## src/rtl/arb_pkg.sv

```systemverilog
// Shared constants, state encoding and round-robin pick helper for the 10-way request arbiter.
package arb_pkg;

  localparam int NUM_REQ      = 10;
  localparam int IDX_W        = 4;
  localparam int MAX_HOLD_DEF = 255;

  typedef enum logic {
    IDLE  = 1'b0,
    GRANT = 1'b1
  } arb_state_e;

  // First set request scanning ptr, ptr+1, ..., 9, 0, ..., ptr-1; returns one-hot or zero.
  function automatic logic [NUM_REQ-1:0] rr_pick(input logic [NUM_REQ-1:0] req_v,
                                                  input logic [IDX_W-1:0]   ptr);
    logic [NUM_REQ-1:0] pick;
    logic               found;
    int                 j;
    pick  = '0;
    found = 1'b0;
    for (int i = 0; i < NUM_REQ; i++) begin
      j = int'(ptr) + i;
      if (j >= NUM_REQ) j = j - NUM_REQ;
      if (!found && req_v[j]) begin
        pick[j] = 1'b1;
        found   = 1'b1;
      end
    end
    return pick;
  endfunction

endpackage

```

## src/rtl/onehot10_to_bin4.sv

```systemverilog
// Combinational 10-bit one-hot to 4-bit index; any non-one-hot input maps to 0.
module onehot10_to_bin4
  import arb_pkg::*;
(
  input  logic [NUM_REQ-1:0] onehot_i,
  output logic [IDX_W-1:0]   idx_o
);

  always_comb begin
    idx_o = '0;
    case (onehot_i)
      10'b00_0000_0001: idx_o = 4'd0;
      10'b00_0000_0010: idx_o = 4'd1;
      10'b00_0000_0100: idx_o = 4'd2;
      10'b00_0000_1000: idx_o = 4'd3;
      10'b00_0001_0000: idx_o = 4'd4;
      10'b00_0010_0000: idx_o = 4'd5;
      10'b00_0100_0000: idx_o = 4'd6;
      10'b00_1000_0000: idx_o = 4'd7;
      10'b01_0000_0000: idx_o = 4'd8;
      10'b10_0000_0000: idx_o = 4'd9;
      default:          idx_o = 4'd0;
    endcase
  end

endmodule

```

## src/rtl/decimal_req_arbiter.sv

```systemverilog
// Round-robin arbiter for 10 requesters; grant registered one edge after req, held until owner drops.
// ARB_TIMEOUT_EN builds a hold counter that force-releases a grant after MAX_HOLD cycles.
module decimal_req_arbiter
  import arb_pkg::*;
#(
  parameter int MAX_HOLD = MAX_HOLD_DEF
) (
  input  logic               clk,
  input  logic               rst_n,
  input  logic [NUM_REQ-1:0] req,
  output logic [NUM_REQ-1:0] gnt,
  output logic [IDX_W-1:0]   gnt_idx,
  output logic               gnt_valid,
  output logic               timeout
);

  arb_state_e         state_q, state_d;
  logic [NUM_REQ-1:0] gnt_q, gnt_d;
  logic [IDX_W-1:0]   gnt_idx_q, gnt_idx_d;
  logic               gnt_valid_q;
  logic [IDX_W-1:0]   ptr_q, ptr_d;
  logic               timeout_q, timeout_d;
  logic               hold_hit;
  logic               hold_clr;

  onehot10_to_bin4 u_enc (
    .onehot_i (gnt_d),
    .idx_o    (gnt_idx_d)
  );

`ifdef ARB_TIMEOUT_EN
  logic [7:0] hold_cnt_q;

  // Counter reads MAX_HOLD-1 on the last allowed GRANT cycle, so the grant lasts MAX_HOLD cycles.
  assign hold_hit = (state_q == GRANT) && (hold_cnt_q == 8'(MAX_HOLD - 1));

  always_ff @(posedge clk or negedge rst_n) begin
    if (!rst_n) begin
      hold_cnt_q <= '0;
    end else if (hold_clr) begin
      hold_cnt_q <= '0;
    end else if (state_q == GRANT) begin
      hold_cnt_q <= hold_cnt_q + 8'd1;
    end
  end
`else
  logic unused_hold;
  assign hold_hit    = 1'b0;
  assign unused_hold = hold_clr ^ (MAX_HOLD != 0);
`endif

  always_comb begin
    state_d   = state_q;
    gnt_d     = gnt_q;
    ptr_d     = ptr_q;
    timeout_d = 1'b0;
    hold_clr  = 1'b0;
    case (state_q)
      IDLE: begin
        if (req != '0) begin
          gnt_d    = rr_pick(req, ptr_q);
          state_d  = GRANT;
          hold_clr = 1'b1;
        end
      end
      GRANT: begin
        if (((req & gnt_q) == '0) || hold_hit) begin
          gnt_d     = '0;
          ptr_d     = (gnt_idx_q == 4'd9) ? 4'd0 : gnt_idx_q + 4'd1;
          state_d   = IDLE;
          timeout_d = hold_hit;
        end
      end
      default: state_d = IDLE;
    endcase
  end

  always_ff @(posedge clk or negedge rst_n) begin
    if (!rst_n) begin
      state_q     <= IDLE;
      gnt_q       <= '0;
      gnt_idx_q   <= '0;
      gnt_valid_q <= 1'b0;
      ptr_q       <= '0;
      timeout_q   <= 1'b0;
    end else begin
      state_q     <= state_d;
      gnt_q       <= gnt_d;
      gnt_idx_q   <= gnt_idx_d;
      gnt_valid_q <= (gnt_d != '0);
      ptr_q       <= ptr_d;
      timeout_q   <= timeout_d;
    end
  end

  assign gnt       = gnt_q;
  assign gnt_idx   = gnt_idx_q;
  assign gnt_valid = gnt_valid_q;
  assign timeout   = timeout_q;

endmodule
```

## config.mk

```make
export PLATFORM = sky130hd
export DESIGN_NAME = decimal_req_arbiter
export DESIGN_NICKNAME = d
export VERILOG_FILES = /design/src/rtl/arb_pkg.sv /design/src/rtl/onehot10_to_bin4.sv /design/src/rtl/decimal_req_arbiter.sv
export SDC_FILE = /design/constraint.sdc
export NUM_CORES = 1
export LEC_CHECK = 0
export CAP_MARGIN = 20
export CORE_MARGIN = 4
export CORE_UTILIZATION = 55
export DETAILED_ROUTE_END_ITERATION = 10
export HOLD_SLACK_MARGIN = 0.02
export PLACE_DENSITY = 0.74
export SYNTH_ARGS = -nofsm -noshare
export SYNTH_HDL_FRONTEND = slang
export SYNTH_HIERARCHICAL = 1
export SYNTH_SLANG_ARGS = --single-unit
```

## constraint.sdc

```tcl
create_clock -name clk -period 14.2 [get_ports clk]
set_input_delay 2.84 -clock clk [delete_from_list [all_inputs] [get_ports clk]]
set_output_delay 2.84 -clock clk [all_outputs]
set_load 0.01 [all_outputs]
```

==> impl_metrics.csv <==
group,metric,value,unit
outcome,status,"finished, final reports clean",
clock_tree,cts.clk_slew.worst_paths,80,ps
route,drt_iter0_markers,749,
setup_path,endpoint_kind,"flip-flop",
grt,grt_pass1_vias,5693,
route,ant_nets,0,
placement,io_buffers,26,
setup_path,slowest_stage,"mux2i_1",
placement,dp_hpwl,14.9,mm
grt,grt_start_max_net_pins,52,
setup_path,critPathMostFrequentCell,"mux2i_1",
route,finalWirelength,19.5,mm
sta,finalSetupTns,0,ps
route,wl_met2,8.86,mm
layout,antenna_cells,0,
layout,final_nets,766,
route,first_pass_iters,5,
setup_path,max_stage_delay,720,ps
setup_path,cp.buffers_inverters,1,
clock_tree,post_cts_resized,0,
route,topRoutingLayerUsed,"met4",
clock_tree,root_buffer,"clkbuf_8",
logic_synthesis,synth_ff_type,"dfrtp_1",
sta,final-max-slew-violation-count,0,
layout,seq_area,502,um^2
layout,multiInputGateArea,0.00453,mm^2
sta,grt_setup_unrepaired,"no",
logic_synthesis,syn_inst,736,
grt,grt_pass1_wl,31.0,mm
clock_tree,cts_buffer_depth,2,
route,wl_met3,1.96,mm
layout,drive_gt1_frac,0.104,
sta,setup_violations,0,
logic_synthesis,synth_edf_count,0,
grt,grtUsageTotal,0.339,
setup_path,required,14330,ps
floorplanning,die_y,107,um
logic_synthesis,syn_area,0.00537,mm^2
sta,hold_viol,0,
floorplanning,initial_core_util,0.573,
clock_tree,hold_buffers,0,
setup_path,r2r_cells,17,
logic_synthesis,synth_warnings,6,
route,met1_length,7.80,mm
logic_synthesis,yosysUniqueCellTypes,108,
floorplanning,row_count,35,
sta,slew_headroom,0.349,
setup_path,crit_family,"compound AO/OA/AOI/OAI gates",
floorplanning,die_width,107,um
logic_synthesis,syn_nets,772,
floorplanning,core_area,0.00937,mm^2
route,wl_per_cell,22.8,um
layout,syn2layout_area_growth,5.22,%
sta,fin_skew,6.34,ps
setup_path,cp.depth,13,
placement,gp_congestion,1.08,
grt,gr-total-overflow,0,
clock_tree,clock_latency,260,ps
logic_synthesis,async_flop_share,1.00,
setup_path,start_kind,"primary input",
setup_path,r2r_slack,6870,ps
clock_tree,numCtsBuffers,3,
grt,antenna_found_initial,0,
sta,min_period,7530,ps
logic_synthesis,synth.ff_latch_count,20,
floorplanning,pin_count,28,
hold_path,hold_class,"reg2reg",
logic_synthesis,avgSynthCellArea,7.30,um^2
setup_path,worst-path-max-fanout,15,
route,viasPerCell,7.29,
sta,max_slew.worst_pin.slew,977,ps
setup_path,arrival,7650,ps
layout,nFillCells,902,
hold_path,whs_path_depth,1,
clock_tree,ctsHtreeMaxLevel,1,
flow_run,cap_violations,0,
clock_tree,postCtsSetupBuffers,0,
setup_path,crit_chain,"clkdlybuf4s50_1, mux2i_1, mux2i_1, o211ai_2, o311ai_1, a2111oi_4, nand3_2, nor4_1, o41ai_1, a31oi_1, nor2b_1, o21ai_0, a2111oi_0",
sta,fmax,0.133,GHz
clock_tree,cts.sinks,20,
logic_synthesis,yosysSeqAreaShare,0.0932,
setup_path,crit_type,"in2reg",
route,vias,6259,
sta,post-route-period-util,0.530,
floorplanning,dieArea,0.0114,mm^2
clock_tree,cts_tree,"done",
route,drc_errors,0,
-- area by class of cell --
class,count,share of cell area
multi-input combinational,648,0.801
tap,129,0.0286
clock buffer,4,0.00974
timing repair buffer,34,0.0567
sequential,20,0.0888
inverter,23,0.0153
-- metal layers --
metal  up-vias  GRT usage
met5         -          0
met4         0      0.137
met3        79     0.0602
met2       437      0.536
met1      2902      0.455
li1       2841          -
-- final timing paths --
path                       startpoint         end
max                            req[1]  gnt_idx[2]
min                           state_q     state_q
max reg2reg                  ptr_q[0]  gnt_idx[2]
min reg2reg                   state_q     state_q
max in group asynchronous       rst_n    ptr_q[0]
min in group asynchronous       rst_n      gnt[1]
-- Yosys cell counts (4+ instances only) --
| cell | instances | area share |
|---|---|---|
| a211o_1 | 6 | 0.0098 |
| a211oi_1 | 12 | 0.017 |
| a21boi_0 | 4 | 0.0056 |
| a21o_1 | 8 | 0.011 |
| a21oi_1 | 58 | 0.054 |
| a21oi_2 | 4 | 0.0065 |
| a221oi_1 | 4 | 0.0065 |
| a22oi_1 | 7 | 0.0098 |
| a31oi_1 | 15 | 0.017 |
| a32oi_1 | 4 | 0.0065 |
| and2_1 | 6 | 0.0070 |
| and3_1 | 12 | 0.014 |
| buf_2 | 10 | 0.0093 |
| buf_4 | 6 | 0.0084 |
| buf_6 | 7 | 0.015 |
| clkbuf_1 | 18 | 0.013 |
| dfrtp_1 | 20 | 0.093 |
| ha_1 | 23 | 0.054 |
| inv_1 | 21 | 0.015 |
| mux2_2 | 12 | 0.025 |
| mux2i_1 | 17 | 0.032 |
| nand2_1 | 60 | 0.042 |
| nand2b_1 | 18 | 0.021 |
| nand3_1 | 28 | 0.026 |
| nand3b_1 | 8 | 0.011 |
| nand4_1 | 10 | 0.012 |
| nor2_1 | 48 | 0.034 |
| nor2b_1 | 14 | 0.016 |
| nor3_1 | 22 | 0.021 |
| nor3b_1 | 4 | 0.0056 |
| nor4_1 | 14 | 0.016 |
| o211ai_1 | 5 | 0.0070 |
| o21a_1 | 6 | 0.0084 |
| o21ai_0 | 40 | 0.037 |
| o21ai_1 | 5 | 0.0047 |
| o22ai_1 | 13 | 0.015 |
| o31a_1 | 5 | 0.0082 |
| o31ai_1 | 9 | 0.013 |
| or2_2 | 6 | 0.0070 |
| or3_1 | 21 | 0.024 |
| or4_1 | 6 | 0.0084 |
| xnor2_1 | 11 | 0.018 |
-- state kept, by name, indices dropped and copies added (netlist names) --
signal and flops:
gnt 10, gnt_idx 4, ptr_q 4, gnt_valid 1, state_q 1
-- cells by family (layout without fill, tap and decap cells) --
logic type                 after synthesis  in the layout  synth area share
xor gates and xnor gates                20             20            0.0443
AOI/OAI and AO/OA                      268            268             0.357
muxes                                   33             33            0.0722
and+or+nand+nor                        302            302             0.311
adders and majority gates               24             24            0.0573
buffers and inverters                   68             61            0.0641
DFF                                     20             20            0.0932
other                                    1              1          0.000698
-- through the flow --
stage	hold WS, ps	instance area (um^2)	cells	worst slack (ps)	utilization
2_1_floorplan	499	5370	736	8210	-
3_3_place_gp	547	5600	854	6730	0.597
3_5_place_dp	545	5600	854	6510	0.597
4_1_cts	568	5650	858	6770	0.603
5_1_grt	592	5650	858	6120	0.603
6_report	579	5650	858	6670	0.603
-- placed cells by master (no fill, tap or decap), drive strengths merged, types with 10 or more instances in the layout --
| cell type | count |
|---|---|
| a21oi | 62 |
| nand2 | 61 |
| nor2 | 48 |
| o21ai | 46 |
| nand3 | 30 |
| clkdlybuf4s50 | 26 |
| ha | 23 |
| nor3 | 22 |
| inv | 22 |
| or3 | 21 |
| dfrtp | 20 |
| nand2b | 19 |
| mux2i | 17 |
| a31oi | 17 |
| nor4 | 15 |
| xnor2 | 15 |
| nor2b | 14 |
| o22ai | 14 |
| a211oi | 13 |
| mux2 | 13 |
| and3 | 13 |
| nand4 | 10 |
| o31ai | 10 |
Power is left out: the tool's default activity adds up to more than one toggle a clock period on the data nets, which glitch-free logic cannot reach.
